--- src/rtl/pc_ctrl_pkg.sv ---
// Shared types for the PC redirect controller: FSM states, redirect source codes
// and the flush counter width.
`ifndef size_X_LEN
`define size_X_LEN 32
`endif

package pc_ctrl_pkg;

  typedef enum logic [2:0] {
    ST_BOOT      = 3'd0,
    ST_RUN       = 3'd1,
    ST_FLUSH     = 3'd2,
    ST_IRQ_DRAIN = 3'd3,
    ST_IRQ_TAKE  = 3'd4
  } state_e;

  typedef enum logic [2:0] {
    SRC_NONE   = 3'd0,
    SRC_BOOT   = 3'd1,
    SRC_BRANCH = 3'd2,
    SRC_JUMP   = 3'd3,
    SRC_MRET   = 3'd4,
    SRC_IRQ    = 3'd5,
    SRC_RESUME = 3'd6
  } src_e;

  localparam int FLUSH_CNT_W = 4;

endpackage

--- src/rtl/pc_redirect_stats.sv ---
// Saturating redirect / interrupt event counters; present only when
// PC_REDIRECT_STATS_EN is defined.
`ifdef PC_REDIRECT_STATS_EN
module pc_redirect_stats (
  input  logic        clk_i,
  input  logic        reset_i,
  input  logic        enable_i,
  input  logic        redirect_inc_i,
  input  logic        irq_inc_i,
  output logic [31:0] redirect_count_o,
  output logic [31:0] irq_count_o
);

  logic [31:0] redirect_cnt_q;
  logic [31:0] irq_cnt_q;

  always_ff @(posedge clk_i or negedge reset_i) begin
    if (!reset_i) begin
      redirect_cnt_q <= '0;
      irq_cnt_q      <= '0;
    end else if (enable_i) begin
      if (redirect_inc_i && (redirect_cnt_q != '1)) redirect_cnt_q <= redirect_cnt_q + 32'd1;
      if (irq_inc_i && (irq_cnt_q != '1))           irq_cnt_q      <= irq_cnt_q + 32'd1;
    end
  end

  assign redirect_count_o = redirect_cnt_q;
  assign irq_count_o      = irq_cnt_q;

endmodule
`endif

--- src/rtl/pc_redirect_ctrl.sv ---
// RV32I PC redirect sequencer: boot, branch/jump, mret and interrupt arbitration
// with pipeline drain and flush window. Optional stats: PC_REDIRECT_STATS_EN.
`ifndef size_X_LEN
`define size_X_LEN 32
`endif

module pc_redirect_ctrl
  import pc_ctrl_pkg::*;
#(
  parameter int FLUSH_CYCLES = 2,
  parameter int XLEN         = `size_X_LEN
) (
  input  logic            clk_i,
  input  logic            reset_i,
  input  logic            enable_design,
  input  logic [XLEN-1:0] boot_pc_i,
  input  logic [XLEN-1:0] next_pc_i,
  input  logic            branch_req_i,
  input  logic            jump_req_i,
  input  logic [XLEN-1:0] target_pc_i,
  input  logic            mret_req_i,
  input  logic [XLEN-1:0] mepc_i,
  input  logic            irq_pending_i,
  input  logic            irq_enable_i,
  input  logic [XLEN-1:0] interrupt_vector_i,
  input  logic            pipe_empty_i,
  output logic            redirect_valid_o,
  output logic [XLEN-1:0] redirect_pc_o,
  output logic [2:0]      redirect_src_o,
  output logic            flush_o,
  output logic            stall_fetch_o,
  output logic            irq_ack_o,
  output logic [XLEN-1:0] irq_epc_o,
  output logic [2:0]      state_o
`ifdef PC_REDIRECT_STATS_EN
  ,
  output logic [31:0]     redirect_count_o,
  output logic [31:0]     irq_count_o
`endif
);

  localparam logic [FLUSH_CNT_W-1:0] FLUSH_LOAD = FLUSH_CNT_W'(FLUSH_CYCLES);

  state_e                 state_q, state_d;
  logic [FLUSH_CNT_W-1:0] cnt_q, cnt_d;
  logic                   rv_q, rv_d;
  logic [XLEN-1:0]        rpc_q, rpc_d;
  src_e                   rsrc_q, rsrc_d;
  logic                   flush_q, flush_d;
  logic                   stall_q, stall_d;
  logic                   ack_q, ack_d;
  logic [XLEN-1:0]        epc_q, epc_d;

  // Redirect request built by the FSM; merged into the output regs below.
  logic                   go_redirect;
  logic [XLEN-1:0]        go_pc;
  src_e                   go_src;
  logic                   irq_live;

  assign irq_live = irq_pending_i & irq_enable_i;

  always_comb begin
    state_d     = state_q;
    cnt_d       = cnt_q;
    rv_d        = 1'b0;
    rpc_d       = rpc_q;
    rsrc_d      = rsrc_q;
    flush_d     = flush_q;
    stall_d     = stall_q;
    ack_d       = 1'b0;
    epc_d       = epc_q;
    go_redirect = 1'b0;
    go_pc       = rpc_q;
    go_src      = rsrc_q;

    unique case (state_q)
      ST_BOOT: begin
        rv_d    = 1'b1;
        rpc_d   = boot_pc_i;
        rsrc_d  = SRC_BOOT;
        flush_d = 1'b0;
        state_d = ST_RUN;
      end
      ST_RUN: begin
        flush_d = 1'b0;
        stall_d = 1'b0;
        if (mret_req_i) begin
          go_redirect = 1'b1;
          go_pc       = mepc_i;
          go_src      = SRC_MRET;
        end else if (branch_req_i || jump_req_i) begin
          go_redirect = 1'b1;
          go_pc       = target_pc_i;
          go_src      = jump_req_i ? SRC_JUMP : SRC_BRANCH;
        end else if (irq_live) begin
          epc_d   = next_pc_i;
          stall_d = 1'b1;
          state_d = ST_IRQ_DRAIN;
        end
      end
      ST_FLUSH: begin
        // Everything presented here is wrong-path and deliberately ignored.
        if (cnt_q <= 4'd1) begin
          flush_d = 1'b0;
          state_d = ST_RUN;
        end else begin
          cnt_d = cnt_q - 4'd1;
        end
      end
      ST_IRQ_DRAIN: begin
        stall_d = 1'b1;
        // Older instructions still retiring move the return point.
        if (mret_req_i)                         epc_d = mepc_i;
        else if (branch_req_i || jump_req_i)    epc_d = target_pc_i;
        if (pipe_empty_i) begin
          if (irq_live) begin
            state_d = ST_IRQ_TAKE;
          end else begin
            go_redirect = 1'b1;
            go_pc       = epc_d;
            go_src      = SRC_RESUME;
          end
        end
      end
      ST_IRQ_TAKE: begin
        ack_d       = 1'b1;
        go_redirect = 1'b1;
        go_pc       = interrupt_vector_i;
        go_src      = SRC_IRQ;
      end
      default: begin
        state_d = ST_BOOT;
      end
    endcase

    if (go_redirect) begin
      rv_d    = 1'b1;
      rpc_d   = go_pc;
      rsrc_d  = go_src;
      flush_d = 1'b1;
      stall_d = 1'b0;
      cnt_d   = FLUSH_LOAD;
      state_d = ST_FLUSH;
    end
  end

  always_ff @(posedge clk_i or negedge reset_i) begin
    if (!reset_i) begin
      state_q <= ST_BOOT;
      cnt_q   <= '0;
      rv_q    <= 1'b0;
      rpc_q   <= '0;
      rsrc_q  <= SRC_NONE;
      flush_q <= 1'b0;
      stall_q <= 1'b0;
      ack_q   <= 1'b0;
      epc_q   <= '0;
    end else if (!enable_design) begin
      // Frozen: only the one-cycle strobes are dropped.
      rv_q  <= 1'b0;
      ack_q <= 1'b0;
    end else begin
      state_q <= state_d;
      cnt_q   <= cnt_d;
      rv_q    <= rv_d;
      rpc_q   <= rpc_d;
      rsrc_q  <= rsrc_d;
      flush_q <= flush_d;
      stall_q <= stall_d;
      ack_q   <= ack_d;
      epc_q   <= epc_d;
    end
  end

  assign redirect_valid_o = rv_q;
  assign redirect_pc_o    = rpc_q;
  assign redirect_src_o   = rsrc_q;
  assign flush_o          = flush_q;
  assign stall_fetch_o    = stall_q;
  assign irq_ack_o        = ack_q;
  assign irq_epc_o        = epc_q;
  assign state_o          = state_q;

`ifdef PC_REDIRECT_STATS_EN
  pc_redirect_stats u_stats (
    .clk_i            (clk_i),
    .reset_i          (reset_i),
    .enable_i         (enable_design),
    .redirect_inc_i   (rv_d && (rsrc_d != SRC_BOOT)),
    .irq_inc_i        (state_q == ST_IRQ_TAKE),
    .redirect_count_o (redirect_count_o),
    .irq_count_o      (irq_count_o)
  );
`endif

endmodule

--- config.mk ---
export PLATFORM = sky130hd
export DESIGN_NAME = pc_redirect_ctrl
export DESIGN_NICKNAME = d
export VERILOG_FILES = /design/src/rtl/pc_ctrl_pkg.sv /design/src/rtl/pc_redirect_stats.sv /design/src/rtl/pc_redirect_ctrl.sv
export SDC_FILE = /design/constraint.sdc
export NUM_CORES = 1
export LEC_CHECK = 0
export CAP_MARGIN = 0
export CORE_UTILIZATION = 31
export CTS_CLUSTER_DIAMETER = 100
export CTS_CLUSTER_SIZE = 12
export DETAILED_ROUTE_END_ITERATION = 10
export PLACE_DENSITY = 0.63
export SETUP_SLACK_MARGIN = 0.4
export SLEW_MARGIN = 20
export SYNTH_ARGS = -nofsm -noshare
export SYNTH_HDL_FRONTEND = slang
export SYNTH_SLANG_ARGS = --single-unit
--- constraint.sdc ---
create_clock -name clk_i -period 5.6 [get_ports clk_i]
set_input_delay 0.56 -clock clk_i [delete_from_list [all_inputs] [get_ports clk_i]]
set_output_delay 0.56 -clock clk_i [all_outputs]
set_load 0.1 [all_outputs]
==> results by group <==
Cells and area
  • Final nets: 1,001
  • Filler cells: 1,683
  • Core Util, Final: about 47%
  • Share of layout cells above drive strength 1: 10.6%
  • P&R area growth vs syn: 49.4%
  • Register Area: 1950 sq um
  • Area of the multi-input gates: roughly 3100 sq um

Logic synthesis
  • Number of synthesized register bits: 78
  • Synth cell types: 47
  • Primary FF master, synth: dfrtp_1
  • YS warnings: 0
  • Ys async rst share: between 90% and 100%
  • Synthesized cell area: between 5000 and 6000 sq um
  • Mapped Cells: 632
  • Seq/Total Area, Yosys: 35.6%
  • Synthesized area per cell: 8.68 sq um
  • EDFF count, synth: 0
  • Mapped Nets: 803

Clock tree
  • Cells resized by post-CTS repair: 0
  • H-tree Lvls: 3
  • Clock buffer depth: 2
  • Num Clock Sinks: slightly below 80
  • Clock Latency Late Sink: 350 ps
  • Total CTS buffers: 9
  • Clock Pin Slew Worst Setup and Hold Paths: 60 ps
  • Hold-fix buffers, CTS: 0
  • Clk root buf: clkbuf_16
  • CTS tree: done
  • Post-CTS Setup Bufs: 0

Critical path
  • Startpoint Class: flop
  • Setup CP Type: reg -> reg
  • WP data required: approximately 5800 ps
  • Arr. time, crit path: ~3200 ps
  • Worst-path fanout max: 35
  • CP endpoint kind: flop

Run status
  • Status: finished, final reports clean

STA
  • Clk_skew: 10.9 ps
  • Worst Tran Pin Value: ~1100 ps
  • Period utilization: 53.5%
  • Setup TNS Final: 0 ps
  • Fmax: roughly 330 MHz
  • Slew margin rel.: 29.1%
  • Fin crit period: 2990 ps
  • Final setup violation count: 0
  • Setup repair after global routing missed its margin: no
  • Fin Hold WS: 12.5 ps
  • Slew Limit Fails: 0
  • Final hold vios: 0

Detailed routing
  • Via count: 5,606
  • Wire length on met3: 1570 microns
  • DR pass1 iterations: 5
  • Met2 WL: 9370 microns
  • Routed wire length: 19,700 microns
  • Post-DR vias/cell: 5.29
  • Met1 WL: around 8500 microns
  • Post-route ant nets: 0
  • DR top layer: met4
  • DR DRC count: 0
  • Per-cell routed wire length: 18.6 microns
  • Initial DRC Count: 370

Floorplanning
  • Initial Util: 31.7%
  • Rows: 48
  • Chip Width: between 100 and 150 microns
  • Total die area: 18,200 sq um
  • Boundary Pins: 243
  • Core Area: ~17,000 sq um
  • Die height: ~130 microns

Placement
  • GPL Wtd Cong: 0.869
  • Port bufs: 242
  • Post-DP HPWL: 13,300 microns

Global route
  • GRT Residual Overflow: 0
  • Largest net degree at the start of global routing: 74
  • Vias in the first global route: 5,475
  • Total track usage: 21.5%
  • Initial antenna violation count: 1
  • First-pass GRT wire length: between 30,000 and 40,000 microns

Job
  • Max_cap viols: 0

Pwr
  • Power, Total: 5.22 mW
  • PwrDens: about 640 nW/um^2
  • VDD IR-drop max: 0.347 mV
  • Leak: between 3 and 4 nW

Min path
  • Hold crit path type: in -> async
-- routing by layer --
layer | vias up | global-route usage, %
met2 | 215 | 36.3
met3 | 22 | 5.93
met4 | 0 | 6.62
met5 | - | 0
li1 | 2701 | -
met1 | 2668 | 26.5
-- per-stage QoR --
step	cell area, sq um	setup slack, ps	cells
final	8190	2610	1060
after global routing	8190	2360	1060
after CTS	8180	2620	1059
after detailed placement	7910	2270	1044
after global placement	7910	2330	1044
after floorplan	5480	3130	632
-- worst paths after layout --
path / startpoint / endpoint / slack [ps] / cells past startpoint
max: state_o[0]$_DFFE_PN0P_ / redirect_pc_o[5]$_DFFE_PN0P_ / 2610 / 5
min: reset_i / irq_epc_o[0]$_DFFE_PN0P_ / 10 / 1
max in group asynchronous: reset_i / irq_epc_o[24]$_DFFE_PN0P_ / 4660 / 2
max reg2reg: state_o[0]$_DFFE_PN0P_ / redirect_pc_o[5]$_DFFE_PN0P_ / 2610 / 5
min in group clk_i: redirect_pc_o[31]$_DFFE_PN0P_ / redirect_pc_o[31]$_DFFE_PN0P_ / 480 / 2
min reg2reg: redirect_pc_o[31]$_DFFE_PN0P_ / redirect_pc_o[31]$_DFFE_PN0P_ / 480 / 2
-- cell type report --
| cell class | instances | share of cell area, % |
|---|---|---|
| Timing Repair Buffer | 246 | 29.9 |
| Clock buffer | 14 | 3.22 |
| Clock inverter | 1 | 0.0611 |
| Inverter | 33 | 1.51 |
| Sequential cell | 78 | 23.8 |
| Antenna cell | 1 | 0.0305 |
| Tap cell | 225 | 3.44 |
| Multi-Input combinational cell | 462 | 38.0 |
-- layout by cell type, fill, tap and decap left out, types with 2 or more instances in the layout --
| cell | count |
|---|---|
| mux2i_1 | 32 |
| nand2b_1 | 2 |
| nor4_1 | 5 |
| nand2_1 | 77 |
| a2111oi_1 | 2 |
| buf_4 | 5 |
| inv_1 | 33 |
| nor2_1 | 70 |
| clkbuf_8 | 2 |
| xor2_1 | 2 |
| nor2b_1 | 7 |
| dfrtp_1 | 78 |
| o31ai_1 | 24 |
| a21oi_1 | 40 |
| o21ai_0 | 39 |
| nor3_1 | 65 |
| o31ai_2 | 9 |
| a2111oi_2 | 42 |
| nor2_2 | 2 |
| or2_2 | 2 |
| nand3_1 | 2 |
| ha_1 | 2 |
| clkbuf_16 | 9 |
| clkdlybuf4s50_1 | 240 |
| a2111oi_0 | 14 |
| clkbuf_1 | 3 |
-- critical path, stage by stage (launching register included) --
cell and delay (ps):
dfrtp_1 560, nor2_2 250, and2_2 890, nor2_8 320, a2111oi_0 680, o31ai_1 150
-- cell usage after synthesis (2+ instances only) --
cell type	count	area (sq um)
o31ai_1	24	180
buf_6	4	45.0
buf_4	10	75.1
xor2_1	2	17.5
nor2b_1	7	43.8
nand2b_1	3	18.8
dfrtp_1	78	1950
mux2i_1	32	320
nor2_1	71	267
buf_2	25	125
inv_1	33	124
a2111oi_0	14	123
nor2_2	2	12.5
o21ai_0	39	195
nor4_1	5	31.3
a211o_1	2	17.5
nor3_1	65	325
nand2_1	77	289
and2_1	2	12.5
clkbuf_1	17	63.8
a2111oi_2	42	631
or2_2	2	12.5
a21oi_1	40	200
o31ai_2	9	113
ha_1	2	25.0
nand3_1	2	10.0
a2111oi_1	2	20.0
buf_1	2	7.51
-- state kept, by name, indices dropped and copies added, names as in the netlist --
| name | flops |
|---|---|
| irq_ack_o | 1 |
| redirect_pc_o | 32 |
| irq_epc_o | 32 |
| state_o | 3 |
| flush_o | 1 |
| redirect_src_o | 3 |
| redirect_valid_o | 1 |
| cnt_q | 4 |
| stall_fetch_o | 1 |
-- cell families (layout without fill, tap and decap cells) --
family | count (synthesis) | count (layout) | synth area share [%]
and+or+nand+nor | 243 | 243 | 20.4
AOI/OAI and AO/OA | 182 | 182 | 29.1
buffers and inverters | 92 | 294 | 8.12
DFF | 78 | 78 | 35.6
muxes | 32 | 32 | 5.84
xor gates and xnor gates | 3 | 3 | 0.479
adders and majority gates | 2 | 2 | 0.456
other | 0 | 1 | 0
-- power by group --
| group | total [mW] | internal [mW] | switching [mW] | leakage, nW |
|---|---|---|---|---|
| Sequential | 1.03 | 0.823 | 0.207 | 0.976 |
| Combinational | 3.62 | 0.924 | 2.70 | 2.15 |
| Clock | 0.567 | 0.323 | 0.245 | 0.133 |
Power figures use the tool's default switching activity.
